--- src/rtl/pipe_trace_buffer.sv ---
// pipe_trace_buffer: on-chip trace capture for the pipelined MIPS CPU.
// Records {pc, instr, alu_result, jump_flag, stall} every cycle into a
// circular buffer once armed. A trigger (jump, stall or PC match, selected by
// trig_mask) starts POST_TRIG further captures, after which the buffer freezes
// and is drained oldest-first over a valid/ready stream.
//
// Ports:
//   clk, reset            clock (rising edge), asynchronous active-high reset
//   arm                   start capture (IDLE only)
//   clear                 synchronous abort to IDLE from any state
//   trig_mask, trig_pc    trigger selection and PC compare value
//   pc, instr, alu_result,
//   jump_flag, stall      sampled pipeline observables
//   out_valid, out_ready,
//   out_data, out_last    trace readout stream
//   busy                  capturing (ARMED or POST)
//   triggered             trigger seen since the last arm
//   trig_index            readout position of the trigger entry
module pipe_trace_buffer #(
    parameter int DATA_W    = 32,
    parameter int DEPTH     = 16,
    parameter int POST_TRIG = 8,
    parameter int ADDR_W    = $clog2(DEPTH)
) (
    input  logic                  clk,
    input  logic                  reset,
    input  logic                  arm,
    input  logic                  clear,
    input  logic [2:0]            trig_mask,
    input  logic [DATA_W-1:0]     trig_pc,
    input  logic [DATA_W-1:0]     pc,
    input  logic [DATA_W-1:0]     instr,
    input  logic [DATA_W-1:0]     alu_result,
    input  logic [2:0]            jump_flag,
    input  logic                  stall,
    output logic                  out_valid,
    input  logic                  out_ready,
    output logic [3*DATA_W+3:0]   out_data,
    output logic                  out_last,
    output logic                  busy,
    output logic                  triggered,
    output logic [ADDR_W-1:0]     trig_index
);

    localparam int ENTRY_W = 3*DATA_W + 4;
    localparam int CNT_W   = ADDR_W + 1;
    localparam logic [CNT_W-1:0] DEPTH_C = CNT_W'(DEPTH);
    localparam logic [CNT_W-1:0] POST_C  = CNT_W'(POST_TRIG);
    localparam logic [CNT_W-1:0] ONE_C   = CNT_W'(1);

    typedef enum logic [1:0] {S_IDLE, S_ARMED, S_POST, S_DUMP} state_t;

    state_t               state_q;
    logic [ENTRY_W-1:0]   mem_q [DEPTH];
    logic [ADDR_W-1:0]    wr_ptr_q;
    logic [ADDR_W-1:0]    rd_ptr_q;
    logic [CNT_W-1:0]     count_q;
    logic [CNT_W-1:0]     remain_q;
    logic [CNT_W-1:0]     post_q;
    logic                 out_valid_q;
    logic                 out_last_q;
    logic                 triggered_q;
    logic [ADDR_W-1:0]    trig_index_q;

    logic [ENTRY_W-1:0]   sample;
    logic                 trig_hit;
    logic                 capture;
    logic                 dump_now;
    logic [ADDR_W-1:0]    wr_ptr_d;
    logic [CNT_W-1:0]     count_d;
    logic [CNT_W-1:0]     tidx_d;

    assign sample   = {pc, instr, alu_result, jump_flag, stall};
    assign trig_hit = (trig_mask[0] & (|jump_flag))
                    | (trig_mask[1] & stall)
                    | (trig_mask[2] & (pc == trig_pc));
    assign capture  = !clear && ((state_q == S_ARMED) || (state_q == S_POST));

    // Post-write pointer/count: DUMP setup uses these so the entry written on
    // the transition edge is included.
    assign wr_ptr_d = wr_ptr_q + ADDR_W'(1);
    assign count_d  = (count_q == DEPTH_C) ? count_q : count_q + ONE_C;
    assign tidx_d   = count_d - ONE_C - POST_C;

    // Freeze after the trigger entry plus POST_TRIG more; with POST_TRIG==0
    // the trigger entry itself is the last one.
    assign dump_now = !clear
                   && (((state_q == S_ARMED) && trig_hit && (POST_TRIG == 0))
                    || ((state_q == S_POST) && (post_q == ONE_C)));

    always_ff @(posedge clk) begin
        if (capture) begin
            mem_q[wr_ptr_q] <= sample;
        end
    end

    always_ff @(posedge clk or posedge reset) begin
        if (reset) begin
            state_q      <= S_IDLE;
            wr_ptr_q     <= '0;
            rd_ptr_q     <= '0;
            count_q      <= '0;
            remain_q     <= '0;
            post_q       <= '0;
            out_valid_q  <= 1'b0;
            out_last_q   <= 1'b0;
            triggered_q  <= 1'b0;
            trig_index_q <= '0;
        end else if (clear) begin
            state_q     <= S_IDLE;
            out_valid_q <= 1'b0;
            out_last_q  <= 1'b0;
        end else begin
            case (state_q)
                S_IDLE: begin
                    if (arm) begin
                        wr_ptr_q    <= '0;
                        count_q     <= '0;
                        post_q      <= '0;
                        triggered_q <= 1'b0;
                        state_q     <= S_ARMED;
                    end
                end
                S_ARMED: begin
                    wr_ptr_q <= wr_ptr_d;
                    count_q  <= count_d;
                    if (trig_hit) begin
                        triggered_q <= 1'b1;
                        post_q      <= POST_C;
                        state_q     <= S_POST;
                    end
                end
                S_POST: begin
                    wr_ptr_q <= wr_ptr_d;
                    count_q  <= count_d;
                    post_q   <= post_q - ONE_C;
                end
                S_DUMP: begin
                    if (out_ready) begin
                        rd_ptr_q   <= rd_ptr_q + ADDR_W'(1);
                        remain_q   <= remain_q - ONE_C;
                        out_last_q <= (remain_q == CNT_W'(2));
                        if (remain_q == ONE_C) begin
                            out_valid_q <= 1'b0;
                            out_last_q  <= 1'b0;
                            state_q     <= S_IDLE;
                        end
                    end
                end
                default: state_q <= S_IDLE;
            endcase

            if (dump_now) begin
                // Oldest entry sits count_d slots behind the next write slot;
                // a full buffer (count_d == DEPTH) wraps to wr_ptr_d itself.
                rd_ptr_q     <= wr_ptr_d - count_d[ADDR_W-1:0];
                trig_index_q <= tidx_d[ADDR_W-1:0];
                remain_q     <= count_d;
                out_valid_q  <= 1'b1;
                out_last_q   <= (count_d == ONE_C);
                state_q      <= S_DUMP;
            end
        end
    end

    assign out_valid  = out_valid_q;
    assign out_last   = out_last_q;
    assign out_data   = out_valid_q ? mem_q[rd_ptr_q] : '0;
    assign busy       = (state_q == S_ARMED) || (state_q == S_POST);
    assign triggered  = triggered_q;
    assign trig_index = trig_index_q;

endmodule
--- config.mk ---
export PLATFORM = sky130hd
export DESIGN_NAME = pipe_trace_buffer
export DESIGN_NICKNAME = d
export VERILOG_FILES = /design/src/rtl/pipe_trace_buffer.sv
export SDC_FILE = /design/constraint.sdc
export NUM_CORES = 1
export LEC_CHECK = 0
export CORE_MARGIN = 2
export CORE_UTILIZATION = 57
export CTS_BUF_LIST = sky130_fd_sc_hd__clkbuf_4 sky130_fd_sc_hd__clkbuf_8 sky130_fd_sc_hd__clkbuf_16
export DETAILED_ROUTE_END_ITERATION = 10
export DONT_BUFFER_PORTS = 1
export GPL_TIMING_DRIVEN = 0
export PLACE_DENSITY = 0.75
export SLEW_MARGIN = 30
export SYNTH_ARGS = -nofsm -noshare
export SYNTH_HDL_FRONTEND = slang
export SYNTH_SLANG_ARGS = --single-unit
export TNS_END_PERCENT = 30
--- constraint.sdc ---
create_clock -name clk -period 9.5 [get_ports clk]
set_clock_uncertainty 0.05 [all_clocks]
set_input_delay 0.95 -clock clk [delete_from_list [all_inputs] [get_ports clk]]
set_output_delay 0.95 -clock clk [all_outputs]
set_load 0.05 [all_outputs]
==> flow_summary.yaml, run 1 <==
placement:
  io_buffers: 0
  gp_congestion: 0.7900
  hpwl_um: 94770
  placed_cell_area_mm2: 0.06682
  dp_worst_setup_slack_ns: 5.248
floorplan:
  coreArea_mm2: 0.1104
  die_y_um: 337.2
  rows: 122
  start_util: 0.5733
  die_x_um: 337.2
  die-area_mm2: 0.1137
  io_pins: 248
sta:
  min_period_over_period: 0.5210
  rsz0062_at_grt: "false"
  final_hold_viol_count: 0
  layout_setup_ws_ns: 4.551
  setup_viol_count_final: 0
  maxSlewHeadroom: 0.3337
  tightestPinTransition_ns: 0.9994
  fmax_mhz: 202.1
  slew_violations: 0
  setup_tns_ns: 0
  final.min_clock_period_ns: 4.949
route:
  wire_per_inst_um: 35.12
  first_pass_iters: 5
  routed_via_density: 6.652
  via_count: 29880
  routed_wl_um: 157700
  drtIter0Drc: 4349
  drc: 0
  final_antenna_net_count: 0
yosys:
  async_flop_share: 0.01961
  synth_top_family_by_area: "multiplexers"
  synthAdderAreaFrac: 0.004469
  ys_ff_latch: 1632
  synth_xor_area_frac: 0.005814
  synthMuxAreaShare: 0.1787
  synth_edf_count: 1600
  netlist-cell-type-count: 50
  yosysWarnings: 0
  synth.net_count: 2781
  syn_area_mm2: 0.06327
  synth_cells: 2619
  synth_compound_area_frac: 0.006546
  synth_ff_type: "edfxtp_1"
  yosysSeqAreaShare: 0.7720
  syn_avg_cell_area_um2: 24.16
  synthSimpleGateAreaFrac: 0.01827
critical_path:
  crit_top_cell: "mux4_2"
  cp-start-kind: "flop"
  worstPathArrival_ns: 3.95
  r2r_start: "state_q[0]$_DFFE_PP0P_"
  crit_start: "rd_ptr_q[1]$_DFFE_PP0P_"
  crit_slowest_cell: "clkbuf_1"
  reg2reg_to: "mem_q[3][52]$_DFFE_PP_"
  cp_data_required_time_ns: 8.50
  reg2reg_depth: 12
  crit_path_end_kind: "primary output"
  worst-r2r-setup-slack_ns: 5.17
  slowest_delay_ns: 0.76
  crit_end: "out_data[32]"
  critPathKind: "reg -> out"
  worstPathCellList: "buf_2, clkbuf_2, clkbuf_1, mux4_2, mux4_2, and2_1"
  crit_fanout: 10
power:
  power_leakage_nw: 22.59
  irDropWorstVdd_uv: 140.2
  powerDensity_mw_per_mm2: 269.1
finish:
  fin_area_mm2: 0.07197
  final_nets: 3034
  areaGrowthSynthToFinish_pct: 13.74
  final_layout_size_suffix_gt1_frac: 0.3080
  nFillCells: 6673
global_routing:
  antenna_found_initial: 5
  grt_use_total: 0.2828
  gr-total-overflow: 0
  grt_max_degree: 33
  grt_pass1_wl_um: 222700
  grt_pass1_vias: 31360
cts:
  clkSinkCount: 1632
  cts_setup_buffers: 0
  cts_buffer_depth: 3
  root_buffer: "clkbuf_16"
  h-tree-depth: 4
  clk-insertion-delay-late_ns: 0.76
  clk_pin_slew_ns: 0.06
  cts-resized-gates: 0
  cts_hold_buffers: 0
  cts_tree: "done"
  tritoncts.num_buffers: 157
run:
  maxCapViolations: 0
status:
  status: "complete, no violations"
min_path:
  hp-class: "in -> async"
-- cells by family (layout without fill, tap and decap cells) --
logic type	count (synthesis)	count (layout)
compound gates	64	64
xor+xnor	42	42
fa+ha+maj	22	22
buf+inv	153	534
flops	1632	1632
mux	504	504
other cells	0	3
simple gates	202	202
-- synthesized netlist by cell type, drive strengths merged (6+ instances only) --
master | n | area, um^2
edfxtp | 1600 | 48050
mux4 | 500 | 11260
and2 | 103 | 644.4
clkbuf | 68 | 255.2
buf | 66 | 573.0
dfrtp | 32 | 800.8
xor2 | 24 | 210.2
ha | 21 | 262.8
inv | 19 | 71.32
nand2 | 19 | 71.32
xnor2 | 18 | 157.7
nor3 | 16 | 85.08
nor2 | 15 | 56.30
o21ai | 15 | 75.07
a21oi | 13 | 65.06
and3 | 13 | 81.33
nand3 | 11 | 55.05
o22ai | 7 | 43.79
nand4 | 6 | 37.54
-- per-layer routing --
layer | track usage | up-vias | part of all wire
li1 | - | 11730 | -
met1 | 0.3714 | 15970 | 0.36
met2 | 0.4636 | 1868 | 0.50
met3 | 0.07204 | 301 | 0.10
met4 | 0.1039 | 4 | 0.035
met5 | 0 | - | 0.00017
-- critical path: cells and delay by family, from the launching register on --
| kind | cells | cell delay (ns) |
|---|---|---|
| flip-flops | 1 | 0.35 |
| multiplexers | 2 | 0.98 |
| buffers and inverters | 3 | 1.47 |
| AND/OR/NAND/NOR | 1 | 0.37 |
-- power breakdown --
part / internal (mW) / switching (mW) / leakage, nW
combinational: 2.36 / 2.49 / 5.21
sequential: 8.17 / 0.133 / 14.8
clock: 3.61 / 2.60 / 2.57
-- worst min path at each step --
| stage | to | from | depth (start not counted) |
|---|---|---|---|
| after floorplan | post_q[3]$_DFFE_PP0P_ | post_q[3]$_DFFE_PP0P_ | 1 |
| after global placement | remain_q[4]$_DFFE_PP0P_ | remain_q[4]$_DFFE_PP0P_ | 1 |
| after detailed placement | remain_q[4]$_DFFE_PP0P_ | remain_q[4]$_DFFE_PP0P_ | 1 |
| after CTS | wr_ptr_q[0]$_DFFE_PP0P_ | reset | 1 |
| after global routing | count_q[2]$_DFFE_PP0P_ | reset | 1 |
| final | state_q[0]$_DFFE_PP0P_ | reset | 1 |
-- layout by cell type (no fill, tap or decap), types with 14 or more instances in the layout --
| master | n |
|---|---|
| and2_1 | 103 |
| buf_12 | 28 |
| buf_16 | 25 |
| buf_4 | 38 |
| buf_6 | 43 |
| bufinv_16 | 14 |
| clkbuf_1 | 59 |
| clkbuf_16 | 164 |
| clkbuf_4 | 28 |
| clkinv_1 | 40 |
| clkinv_2 | 29 |
| dfrtp_1 | 32 |
| edfxtp_1 | 1600 |
| ha_1 | 21 |
| inv_1 | 18 |
| mux4_2 | 500 |
| nand2_1 | 19 |
| o21ai_0 | 14 |
| xnor2_1 | 18 |
| xor2_1 | 24 |
-- state kept, by name (all words and copies together) (netlist names) --
name / count
mem_q: 1600
out_valid: 1
post_q: 5
trig_index: 4
remain_q: 5
state_q: 2
rd_ptr_q: 4
count_q: 5
triggered: 1
out_last: 1
wr_ptr_q: 4
-- layout make-up --
class                   instances  area, um^2  share of cell area
diodes                          3       7.507           0.0001043
plain buffers                 134       847.1             0.01177
clock buffers                 192        4314             0.05995
clock inverters                95       824.5             0.01146
inverters                      19       71.32           0.0009910
multi-input cells             834       13610              0.1891
flip-flops and latches       1632       48850              0.6788
well taps                    1488        1862             0.02587
repair buffers                 94        1583             0.02199
-- per-stage QoR --
stage	instances	power [mW]	util	hold slack (ns)
2_1_floorplan	2619	11.86	-	0.4297
3_3_place_gp	4107	13.16	0.5902	0.4481
3_5_place_dp	4201	13.27	0.6054	0.4653
4_1_cts	4488	19.47	0.6520	0.1326
5_1_grt	4490	19.91	0.6521	0.2034
6_report	4491	19.36	0.6521	0.1485
Note: power is estimated with default switching activity, not from simulation.
==> run 2, diff against run 1 <==
Clock period 9.5 ns to 4.1 ns, I/O delays scaled along.
==> run 2 against run 1 <==
Effect of this change: power up 130%; sequential power is 130% higher; critical path type unchanged; count of clock-buffer cells in the layout increased by 2; utilization is 1.3 points higher; cell area up 1.9%; global-route usage up 0.34 points; register-to-register slack got worse by 4.5 ns.
==> flow_summary.yaml, run 2 (synthesized netlist as in run 1, its figures left out) <==
critical_path:
  worst-r2r-setup-slack_ns: 0.67
  crit_slowest_cell: "clkdlybuf4s15_2"
  crit_start: "rd_ptr_q[1]$_DFFE_PP0P_"
  slowest_delay_ns: 0.51
  cp-start-kind: "flop"
  worstPathArrival_ns: 3.61
  worst-path-buf-inv: 3
  worstPathCellList: "buf_2, clkbuf_4, clkdlybuf4s15_2, mux4_2, mux4_2, and2_1"
  r2r_start: "state_q[1]$_DFFE_PP0P_"
  crit_fanout: 10
  crit_top_cell: "mux4_2"
  reg2reg_to: "mem_q[3][44]$_DFFE_PP_"
  reg2reg_depth: 11
  path_delay_family: "buffers and inverters"
  cp_data_required_time_ns: 3.64
  critPathKind: "reg -> out"
  crit_path_end_kind: "primary output"
min_path:
  min-delay-start: "arm"
  worstHoldEndpoint: "triggered$_DFFE_PP0P_"
  hp-class: "in -> reg"
  holdPathStages: 3
cts:
  h-tree-depth: 4
  cts_tree: "done"
  clkSinkCount: 1632
  cts_buffer_depth: 3
  tritoncts.num_buffers: 157
  root_buffer: "clkbuf_16"
  clk-insertion-delay-late_ns: 0.77
  clk_pin_slew_ns: 0.06
  cts_setup_buffers: 0
route:
  final_antenna_net_count: 0
  drtIter0Drc: 4333
  via_count: 30360
  drc: 0
  routed_wl_um: 159400
  routed_via_density: 6.619
  first_pass_iters: 6
  wire_per_inst_um: 34.75
global_routing:
  gr-total-overflow: 0
  grt_pass1_vias: 31690
  grt_pass1_wl_um: 225200
  grt_max_degree: 33
  grt_use_total: 0.2861
  antenna_found_initial: 6
floorplan:
  rows: 122
  die_x_um: 337.2
  die-area_mm2: 0.1137
  io_pins: 248
  coreArea_mm2: 0.1104
  start_util: 0.5733
  die_y_um: 337.2
status:
  status: "complete, no violations"
sta:
  setup_viol_count_final: 0
  holdWs_ns: 0.07770
  slew_violations: 0
  tightestPinTransition_ns: 1.036
  setup_tns_ns: 0
  final_hold_viol_count: 0
  fmax_mhz: 245.4
  min_period_over_period: 0.9938
  final.min_clock_period_ns: 4.074
  rsz0062_at_grt: "false"
  maxSlewHeadroom: 0.3092
finish:
  final_common_cell: "edfxtp_1"
  nFillCells: 6548
  areaGrowthSynthToFinish_pct: 15.94
  largest_reg_flops: 1600
  layout_common_cells: "1600 x edfxtp_1, 500 x mux4_2, 165 x clkbuf_16"
  fin_area_mm2: 0.07335
  regMostFlops: "mem_q"
  multiInputGateArea_mm2: 0.01366
  final_nets: 3127
  regArea_mm2: 0.04885
  stdcell_count: 4586
  final_layout_size_suffix_gt1_frac: 0.3096
placement:
  placed_cells: 4191
  placed_cell_area_mm2: 0.06697
  io_buffers: 0
  hpwl_um: 96290
  gp_congestion: 0.7790
power:
  irDropWorstVdd_uv: 416.6
  power_leakage_nw: 23.21
  powerDensity_mw_per_mm2: 618.7
run:
  maxCapViolations: 0
[run 2: changes by cell type in the layout (fill, tap and decap cells not counted), moves of 5 or more]
cell	change
buf_2	+5
clkbuf_2	+23
buf_1	-11
clkbuf_1	-28
buf_8	+5
buf_6	+15
clkbuf_4	+5
dlygate4sd3_1	+103
buf_4	-36
buf_12	+7
[run 2: power breakdown]
| group | internal (mW) | total (mW) | switching [mW] |
|---|---|---|---|
| clock | 8.65 | 14.7 | 6.03 |
| sequential | 18.9 | 19.2 | 0.307 |
| combinational | 5.61 | 11.5 | 5.86 |
[run 2: metal layers]
layer / GRT usage / wire, um / part of all wire
met1: 0.3837 / 57480 / 0.36
met2: 0.4665 / 79580 / 0.50
met5: 0 / 27 / 0.00017
met4: 0.1066 / 5681 / 0.036
met3: 0.06499 / 16580 / 0.10
[run 2: worst register-to-register path, delay by kind of cell, from the launching register on]
kind / cells / cell delay (ns)
simple gates: 3 / 0.87
buf+inv: 7 / 1.41
flops: 1 / 0.39
fa+ha+maj: 1 / 0.39
[run 2: how the worst max path moves through the flow]
stage	end	slack, ns	cells after the start
floorplan	mem_q[3][0]$_DFFE_PP_	-0.07	6
finish	out_data[93]	0.03	6
CTS	out_data[93]	0.005	6
detailed placement	out_data[71]	0.53	6
global route	out_data[98]	0.02	5
global placement	mem_q[6][54]$_DFFE_PP_	-3.41	6
[run 2: final cells by class]
class | instances | share of cell area
Tap cell | 1488 | 0.02538
Sequential cell | 1632 | 0.6659
Buffer | 134 | 0.01295
Inverter | 19 | 0.0009723
Clock inverter | 91 | 0.01226
Antenna cell | 7 | 0.0002388
Multi-Input combinational cell | 834 | 0.1862
Clock buffer | 194 | 0.05926
Timing Repair Buffer | 187 | 0.03681
[run 2: timing repair]
item	in CTS	in global routing
hold endpoints to repair	1635	0
cloned	0	0
endpoints found under the setup margin	100	10
hold buffers	103	0
resized for setup	49	2
[run 2: through the flow]
stage                     power [mW]    util  setup slack, ns
after detailed placement       30.70  0.6068           0.5278
after CTS                      45.59  0.6645         0.005154
after global placement         30.40  0.5909           -3.415
after global routing           46.67  0.6646          0.01658
final                          45.38  0.6646          0.02557
after floorplan                27.53       -         -0.07233
